<file path="src/rtl/pixel_stream_serializer.sv">
// Serialises W-bit pixel words one bit per bit_tick through a one-entry holding buffer,
// flagging word/frame ends and underruns for the downstream LED bit-timing encoder.
module pixel_stream_serializer #(
  parameter int W         = 24,
  parameter bit MSB_FIRST = 1'b1
) (
  input  logic         clk,
  input  logic         rstn,
  input  logic         clr,
  input  logic         in_valid,
  output logic         in_ready,
  input  logic [W-1:0] in_data,
  input  logic         in_last,
  input  logic         bit_tick,
  output logic         out,
  output logic         out_valid,
  output logic         word_done,
  output logic         frame_done,
  output logic         underrun,
  output logic         busy
);

  localparam int IDX_W = $clog2(W);
  localparam logic [IDX_W-1:0] IDX_LAST = IDX_W'(W - 1);

  localparam logic [0:0] ST_IDLE  = 1'b0;
  localparam logic [0:0] ST_SHIFT = 1'b1;

  logic [0:0]       state;
  logic [W-1:0]     sr;
  logic             sr_last;
  logic [W-1:0]     hb;
  logic             hb_last;
  logic             hb_full;
  logic [IDX_W-1:0] idx;
  logic [W-1:0]     sr_next;
  logic             accept;

  function automatic logic lead_bit(input logic [W-1:0] w);
    return MSB_FIRST ? w[W-1] : w[0];
  endfunction

  // SR always moves toward the output end, so the next bit is the lead bit of the shifted word
  assign sr_next  = MSB_FIRST ? {sr[W-2:0], 1'b0} : {1'b0, sr[W-1:1]};
  assign in_ready = !hb_full;
  assign accept   = in_valid && !hb_full;
  assign busy     = (state == ST_SHIFT) || hb_full;

  always_ff @(posedge clk or negedge rstn) begin
    if (!rstn) begin
      state      <= ST_IDLE;
      sr         <= '0;
      sr_last    <= 1'b0;
      hb         <= '0;
      hb_last    <= 1'b0;
      hb_full    <= 1'b0;
      idx        <= '0;
      out        <= 1'b0;
      out_valid  <= 1'b0;
      word_done  <= 1'b0;
      frame_done <= 1'b0;
      underrun   <= 1'b0;
    end else if (clr) begin
      state      <= ST_IDLE;
      sr         <= '0;
      sr_last    <= 1'b0;
      hb         <= '0;
      hb_last    <= 1'b0;
      hb_full    <= 1'b0;
      idx        <= '0;
      out        <= 1'b0;
      out_valid  <= 1'b0;
      word_done  <= 1'b0;
      frame_done <= 1'b0;
      underrun   <= 1'b0;
    end else begin
      word_done  <= 1'b0;
      frame_done <= 1'b0;
      underrun   <= 1'b0;

      if ((state == ST_IDLE && hb_full) ||
          (state == ST_SHIFT && bit_tick && idx == IDX_LAST && hb_full)) begin
        state     <= ST_SHIFT;
        sr        <= hb;
        sr_last   <= hb_last;
        hb_full   <= 1'b0;
        idx       <= '0;
        out       <= lead_bit(hb);
        out_valid <= 1'b1;
      end else if (state == ST_SHIFT && bit_tick && idx == IDX_LAST) begin
        state     <= ST_IDLE;
        out       <= 1'b0;
        out_valid <= 1'b0;
        underrun  <= !sr_last;
      end else if (state == ST_SHIFT && bit_tick) begin
        sr  <= sr_next;
        idx <= idx + 1'b1;
        out <= lead_bit(sr_next);
      end

      if (state == ST_SHIFT && bit_tick && idx == IDX_LAST) begin
        word_done  <= 1'b1;
        frame_done <= sr_last;
      end

      // accept only when HB was already empty before this edge, so a drain never re-fills in the same cycle
      if (accept) begin
        hb      <= in_data;
        hb_last <= in_last;
        hb_full <= 1'b1;
      end
    end
  end

endmodule

</file>
<file path="config.mk">
export PLATFORM = sky130hd
export DESIGN_NAME = pixel_stream_serializer
export DESIGN_NICKNAME = d
export VERILOG_FILES = /design/src/rtl/pixel_stream_serializer.sv
export SDC_FILE = /design/constraint.sdc
export NUM_CORES = 1
export LEC_CHECK = 0
export CORE_UTILIZATION = 35
export CTS_CLUSTER_SIZE = 12
export DETAILED_ROUTE_END_ITERATION = 12
export PLACE_DENSITY = 0.55
export SLEW_MARGIN = 30
export SYNTH_ARGS = -nofsm -noshare
export SYNTH_HDL_FRONTEND = slang
export SYNTH_SLANG_ARGS = --single-unit
</file>
<file path="constraint.sdc">
create_clock -name clk -period 3.23 [get_ports clk]
set_clock_uncertainty 0.15 [all_clocks]
set_input_delay 0.646 -clock clk [delete_from_list [all_inputs] [get_ports clk]]
set_output_delay 0.646 -clock clk [all_outputs]
set_load 0.05 [all_outputs]
</file>
======== Word-level counts from Yosys, hierarchy flattened ========
Index checks and enable logic that the tools add are counted.
operators by class
  reductions and logical operators ........ 16
  bitwise operators ....................... 1
  add/sub/neg operators ................... 1
  eq/ne operators ......................... 2
  mux-type cells .......................... 31
operator list
  kind                   number
  $mux W23               4
  $mux W24               2
  $mux W1                21
  $mux W5                4
  $reduce_bool A3 Y1     3
  $add A5 B1 Y5 const B  1
  $eq A5 B5 Y1 const B   1
  $logic_and A1 B1 Y1    5
  $reduce_bool A2 Y1     2
  $reduce_bool A4 Y1     1
  $ne A3 B2 Y1 const B   1
  $logic_not A1 Y1       2
  $logic_or A1 B1 Y1     2
  $reduce_and A2 Y1      1
  $not A1 Y1             1
storage, ports and cells
  output and inout bits ................... 7
  bits in registers ....................... 60
  word-level logic and storage cells ...... 62
  input bits .............................. 30

======== Depth between registers and ports, before layout ========
Gate-level depths: netlist of the first run.
  depth after elaboration ................. 7
  mapped depth ............................ 8
  depth with buffers taken out ............ 5

======== Worst setup path after synthesis of the first run ========
Ideal clock, no wire load.
  path type ............................... flip-flop to output port
  start point ............................. register state
  end point ............................... output busy
  arrival ................................. 1.155 ns
  slack ................................... 1.279 ns
  stages on the path, launching flop included .. 3
  path buffers ............................ 0
  required time ........................... 2.434 ns
  path through ............................ dfrtp_1 > nor2_1 > inv_1
on the way
  longest elaborated chain between the ends .. 1
ends and longest elaborated chain
  what                    line  source
  from (decl)             29    logic [0:0] state;
  from (signal assigned)  51    state <= ST_IDLE;
  from (signal assigned)  64    state <= ST_IDLE;
  from (signal assigned)  83    state <= ST_SHIFT;
  $logic_or A1 B1 Y1      47    assign busy = (state == ST_SHIFT) || hb_full;
  to (decl)               20    output logic busy
No other way between the ends.

======== Worst setup path after layout of the first run ========
  start point ............................. register hb_full
  end point ............................... output busy
on the way
  longest elaborated chain between the ends .. 1
ends and longest elaborated chain
  what                    line  source
  from (decl)             34    logic hb_full;
  from (signal assigned)  56    hb_full <= 1'b0;
  from (signal assigned)  69    hb_full <= 1'b0;
  from (signal assigned)  86    hb_full <= 1'b0;
  $logic_or A1 B1 Y1      47
No other way between the ends.

==> results by group, run 1 <==
Status
  – Outcome: complete, no violations

Synthesis
  – Synth area leaders: dfrtp_1, a22o_1, nor2_1
  – Syn Std Cell Area: 2643 um2
  – Yosys reg bits: 60
  – Count of different cell masters after synthesis: 37
  – Cells after Synth: about 220
  – Register area share after synthesis: a little under three fifths
  – Most area-hungry cell type in the Yosys netlist: dfrtp_1
  – Yosys warnings: 0
  – Avg Cell Area, Syn: 11.90 um2
  – Mapped Nets: around 250
  – Synth top area share: a little under three fifths

Route
  – Post-Route WL: around 5500 um
  – WL/cell: between 15 and 20 um
  – Via count: around 1900
  – Iteration-0 DRC Markers: slightly below 90
  – Final ANT Viol Nets: 0
  – 1st-pass router iterations: 4
  – Vias per cell: around 5.1
  – DRC viols: 0

Critical path
  – Crit path max fanout: 9
  – Worst setup SP type: register
  – Critical-path top delay cell: clkdlybuf4s50_1
  – CP Capture Type: output pin
  – Worst EP arrival: about 1800 ps
  – CP Buf/Inv Count: 2
  – Delay-heaviest family, CP: buffers and inverters
  – Worst path cell trace: nor2_1 > inv_1 > clkdlybuf4s50_1
  – CP required: around 2400 ps
  – Critical setup path kind: register to output pin
  – Crit path largest cell delay: between 700 and 800 ps

Timing
  – Setup violators final: 0
  – RSZ-0062 raised after global routing: no
  – Final Hold Viols: 0
  – Final TNS setup: 0 ps
  – Final Max Slew Viols: 0
  – Rel. slew slack: 63.50%
  – Worst slew pin tran: about 550 ps
  – Final Cycle Share: just over 80%
  – Minimum clock period: 2597 ps
  – Fmax achieved: 385.0 MHz

Global routing
  – Vias in the first global route: between 1500 and 2000
  – First-pass GRT wire length: 9135 um
  – Overall global routing resource usage: about 16%
  – Initial antenna violation count: 0
  – Grt ovf: 0
  – Largest net degree at the start of global routing: 30

Clocking
  – Clock sinks: 60
  – H-tree depth: 3
  – Clk Latency, worst-skew pair: about 330 ps
  – CTS tree: built
  – CTS clk-pin slew, worst paths: approximately 70 ps
  – # resized after CTS: 0
  – Setup bufs post-CTS: 0
  – Hold_buf cts: 0
  – Clk root buf: clkbuf_8
  – Maximum buffer depth of the clock tree: 2
  – Num CTS Buffers: 9

Placement
  – Post-DP HPWL: roughly 3500 um
  – IO Port Bufs: 36
  – GPL Wtd Cong: roughly 0.73

Power
  – Tot Pwr: 0.001616 W
  – Power per cell area: 507.2 nW/um2
  – Leak pwr: roughly 1.4 nW
  – Peak supply drop: approximately 0.19 mV

Floorplanning
  – Number of I/O pins: 37
  – Width of the die: between 80 and 90 um
  – Core Box Area: about 7300 um2
  – Starting Density: a little over a third
  – DIE AREA: 7901 um2
  – Die height: between 80 and 90 um
  – Row Count: 31

Layout
  – Filler cell count: just over 700
  – Diode count: 0
  – Final Net Count: roughly 290
  – Area Growth Syn to Fin: 20.55%
  – Layout cells sized above 1: 13.64%

Min path
  – Hold Path Class: primary input to async pin

Run
  – Max-Cap Viols: 0
[registers in the layout, indices dropped and copies added, names as in the netlist]
signal / count
hb: 24
idx: 5
state: 1
hb_full: 1
sr_last: 1
hb_last: 1
sr: 23
word_done: 1
underrun: 1
out: 1
frame_done: 1
[cells in the final DEF, fill, tap and decap left out, drive strengths merged, types with 2 or more instances in the layout]
cell type / synthesis / final
a22o: 25 / 25
a31oi: 3 / 3
and2: 2 / 2
buf: 10 / 10
clkbuf: 7 / 11
clkdlybuf4s50: 0 / 35
clkinvlp: 0 / 3
dfrtp: 60 / 60
inv: 10 / 10
nand3: 3 / 3
nand4: 2 / 2
nor2: 50 / 50
nor2b: 2 / 2
nor4: 2 / 2
o21ai: 2 / 2
o221ai: 23 / 23
o22ai: 4 / 4
[path summary, 6_finish.rpt]
kind / from / end / slack (ps) / depth (start not counted)
max: hb_full$_DFFE_PN0P_ / busy / 630 / 3
min: rstn / hb[5]$_DFFE_PN0P_ / 150 / 1
max reg2reg: idx[0]$_DFFE_PN0P_ / sr_last$_DFFE_PN0P_ / 1090 / 6
min reg2reg: sr_last$_DFFE_PN0P_ / underrun$_DFF_PN0_ / 310 / 1
max in group asynchronous: rstn / sr[16]$_DFFE_PN0P_ / 2100 / 2
min in group clk: sr_last$_DFFE_PN0P_ / underrun$_DFF_PN0_ / 310 / 1
[synthesized netlist by cell type]
library cell and instances:
nor2_1 50, o221ai_2 12, a21boi_0 1, nand4b_1 1, and2_1 1, buf_6 7, nand2_1 1, a31oi_1 2
nand4_1 2, inv_1 10, nor4_1 2, and2b_1 1, a221oi_1 1, nor3b_1 1, clkbuf_1 4, nand3_1 3
a21oi_1 1, a211oi_1 1, or3_1 1, dfrtp_1 60, o21ai_0 2, o32ai_1 1, a22o_1 25, o221ai_1 11
and2_0 1, nor3_1 1, buf_2 3, mux2i_1 1, and4b_1 1, o31a_1 1, ha_1 1, clkbuf_8 3
nor2b_1 2, dlymetal6s2s_1 1, nand2b_1 1, o22ai_1 4, a31oi_4 1
[worst register-to-register path: cells and delay by family (launching register included)]
| kind | cells | cell delay, ps |
|---|---|---|
| multiplexers | 1 | 230 |
| AO/OA/AOI/OAI | 1 | 200 |
| flip-flops | 1 | 420 |
| AND/OR/NAND/NOR | 2 | 370 |
| buffers and inverters | 1 | 370 |
| adder cells (fa/ha/maj) | 1 | 270 |
[power by group]
group | total, W | internal [W] | switching (W)
Clock | 0.000560 | 0.000273 | 0.000287
Combinational | 0.000212 | 0.0000969 | 0.000115
Sequential | 0.000844 | 0.000804 | 0.0000395
Total | 0.00162 | 0.00117 | 0.000442
[metal layers]
layer | share of wire (%) | wire, um | GRT usage [%] | vias to the layer above
li1 | - | - | - | 892
met1 | 49 | 2695 | 20.58 | 914
met2 | 45 | 2437 | 23.71 | 43
met3 | 4.5 | 243 | 4.894 | 8
met4 | 1.4 | 77 | 6.305 | 0
met5 | 0 | 0 | 0 | -
[cells by family (layout without fill, tap and decap cells)]
| family | Yosys count | after routing | share of synthesized area [%] |
|---|---|---|---|
| DFF | 60 | 60 | 56.82 |
| adders and majority gates | 1 | 1 | 0.4734 |
| and+or+nand+nor | 69 | 69 | 11.65 |
| muxes | 1 | 1 | 0.3788 |
| AOI/OAI and AO/OA | 63 | 63 | 23.11 |
| buffers and inverters | 28 | 70 | 7.576 |
[stage by stage]
step                utilization (%)  cell area (um2)  worst slack, ps  instances  hold slack [ps]
floorplan                         -             2643             1279        222            200.4
global placement              41.51             3027            645.7        348            296.7
detailed placement            41.51             3027            608.4        348            299.6
CTS                           43.69             3186            595.9        363            151.3
global route                  43.69             3186            501.0        363            168.8
finish                        43.69             3186            632.5        363            146.9
[layout make-up]
type                            instances  area (um2)  share of cell area, %
Multi-Input combinational cell        134       940.9                  29.54
Sequential cell                        60        1501                  47.13
Clock inverter                          4       27.53                 0.8641
Timing Repair Buffer                   45       422.9                  13.28
Inverter                               10       37.54                  1.178
Tap cell                               99       123.9                  3.888
Clock buffer                           11       131.4                  4.124
No activity file was read; power rests on OpenSTA's default activity.
==> inputs of run 2 (changes only) <==
- PLACE_DENSITY: 0.55 -> 0.57
- clock period: 3.23 -> 2.27 ns (I/O delays scaled with it)
==> run 2 against run 1 <==
  * Non-clock buffer count is 8 higher
  * Worst setup slack worse by 490 ps
  * Clock power is 63% higher
  * Critical path type unchanged
  * Largest power group unchanged
  * Highest routed layer unchanged
==> results by group, run 2 (same netlist as run 1, synthesis figures left out) <==
Status
  – Outcome: complete, no violations

Floorplanning
  – DIE AREA: between 7000 and 8000 um2
  – Number of I/O pins: 37
  – Die height: 88.89 um
  – Width of the die: just under 90 um
  – Starting Density: a little over a third
  – Core Box Area: about 7300 um2
  – Row Count: 31

Layout
  – Layout cells sized above 1: 17.28%
  – Final Net Count: 299
  – Diode count: 0
  – Area occupied by multi-input gates: about 950 um2
  – Non-Filler Instances: around 370
  – Commonest non-fill, non-tap cell in the layout: dfrtp_1
  – Filler cell count: between 700 and 800
  – Area Growth Syn to Fin: 24.53%
  – Top register by number of flip-flops: hb
  – Most frequent cells in the layout: dfrtp_1, nor2_1, clkdlybuf4s50_1
  – FF/Latch Area: 1501 um2
  – Max reg flops: 24
  – Top flop regs: hb: 24 flops, sr: 23 flops, idx: 5 flops

Power
  – Power per cell area: 738.4 nW/um2
  – Leak pwr: roughly 1.4 nW
  – Peak supply drop: ~0.28 mV

Global routing
  – Initial antenna violation count: 0
  – Overall global routing resource usage: between 10% and 20%
  – Grt ovf: 0
  – Vias in the first global route: 1830
  – Largest net degree at the start of global routing: 27
  – First-pass GRT wire length: 9204 um

Timing
  – Final worst setup slack: roughly 150 ps
  – Rel. slew slack: a little under three fifths
  – Final Cycle Share: 93.56%
  – Worst slew pin tran: between 600 and 700 ps
  – Final Hold Viols: 0
  – RSZ-0062 raised after global routing: no
  – Setup violators final: 0
  – Fmax achieved: approximately 470 MHz
  – Final Max Slew Viols: 0
  – Minimum clock period: roughly 2100 ps

Critical path
  – Worst path cell trace: clkdlybuf4s50_1
  – Worst setup SP type: register
  – R2R Path Start: idx[0]$_DFFE_PN0P_
  – CP required: around 1700 ps
  – Crit path largest cell delay: ~810 ps
  – Setup slack, reg-to-reg: ~250 ps
  – Critical Path Start: out$_DFFE_PN0P_
  – Worst EP arrival: ~1500 ps
  – Cell count along the critical path: 1
  – Critical-path top delay cell: clkdlybuf4s50_1
  – CP Capture Type: output pin
  – Crit path max fanout: 3
  – Worst R2R End: sr[18]$_DFFE_PN0P_
  – Depth of the most critical reg-to-reg path: 6
  – Critical setup path kind: register to output pin
  – Delay-heaviest family, CP: buffers and inverters
  – Setup crit end: out
  – CP Buf/Inv Count: 1

Route
  – Iteration-0 DRC Markers: 70
  – WL/cell: 14.92 um
  – Post-Route WL: roughly 5500 um
  – Final ANT Viol Nets: 0
  – Vias per cell: 5.108
  – 1st-pass router iterations: 4
  – Via count: ~1900
  – DRC viols: 0

Min path
  – Hold Path Class: register to register
  – Hold path depth: 1

Clocking
  – H-tree depth: 3
  – Clk root buf: clkbuf_8
  – Maximum buffer depth of the clock tree: 2
  – Num CTS Buffers: 9
  – Setup bufs post-CTS: 0
  – CTS clk-pin slew, worst paths: roughly 70 ps
  – Clk Latency, worst-skew pair: 340 ps
  – Clock sinks: 60
  – CTS tree: built

Placement
  – Pre-CTS setup slack: 115.6 ps
  – IO Port Bufs: 36
  – GPL Wtd Cong: 0.7589
  – Placed Cells: ~360
  – Post-DP HPWL: 3581 um

Run
  – Max-Cap Viols: 0
==> run 2: cell count changes in the layout (fill, tap and decap cells not counted), sizes merged <==
| cell | before | now |
|---|---|---|
| dlygate4sd3 | 0 | 1 |
| buf | 10 | 19 |
| clkbuf | 11 | 14 |
| clkdlybuf4s50 | 35 | 32 |
| dlygate4sd2 | 0 | 1 |
| clkinvlp | 3 | 0 |
==> run 2: metal layers <==
metal | part of all wire [%] | track usage (%)
met4 | 2.1 | 9.677
met3 | 3.1 | 2.770
met5 | 0 | 0
met1 | 50 | 21.92
met2 | 45 | 22.87
==> run 2: layout make-up <==
type	count	share of cell area (%)
Clock inverter	1	0.1521
Tap cell	99	3.764
Inverter	10	1.141
Timing Repair Buffer	53	14.94
Clock buffer	14	5.551
Multi-Input combinational cell	134	28.82
Sequential cell	60	45.63
==> run 2: worst reg2reg max path: cells and delay by family (launching register included) <==
kind	cells	cell delay (ps)
AOI/OAI and AO/OA	2	420
adders and majority gates	1	270
buffers and inverters	1	270
DFF	1	410
and+or+nand+nor	2	430
==> run 2: how the worst min path moves through the flow <==
stage                             start                   end  slack [ps]
finish              sr_last$_DFFE_PN0P_    underrun$_DFF_PN0_         300
global route        sr_last$_DFFE_PN0P_    underrun$_DFF_PN0_         330
CTS                 sr_last$_DFFE_PN0P_    underrun$_DFF_PN0_         310
detailed placement                 rstn     hb[2]$_DFFE_PN0P_         230
global placement                   rstn     hb[2]$_DFFE_PN0P_         220
floorplan                          rstn  frame_done$_DFF_PN0_           8
==> run 2: what timing repair did <==
action	CTS	global route
resized for setup	1	0
endpoints found under the setup margin	1	0
hold endpoints to repair	13	0
hold buffers	1	0
==> run 2: per-stage QoR <==
stage	utilization [%]	hold WS, ps	total power (W)	setup TNS (ps)	instance area (um2)
after floorplan	-	8.409	0.001406	0	2643
after global placement	42.36	224.9	0.001536	-2475	3089
after detailed placement	42.43	228.1	0.001542	0	3094
after CTS	45.13	307.1	0.002461	0	3291
after global routing	45.13	331.8	0.002542	0	3291
final	45.13	303.7	0.002430	0	3291
==> run 2: where the power goes <==
| group | switching (W) | internal (W) |
|---|---|---|
| registers | 0.0000529 | 0.00114 |
| logic | 0.000171 | 0.000150 |
| clock network | 0.000403 | 0.000508 |
| total | 0.000627 | 0.00180 |
==> inputs of run 3 (changes only) <==
- CTS_CLUSTER_DIAMETER: default -> 120
==> results of run 3 <==
The final DEF is identical to that of run 2; final timing and power are the same.
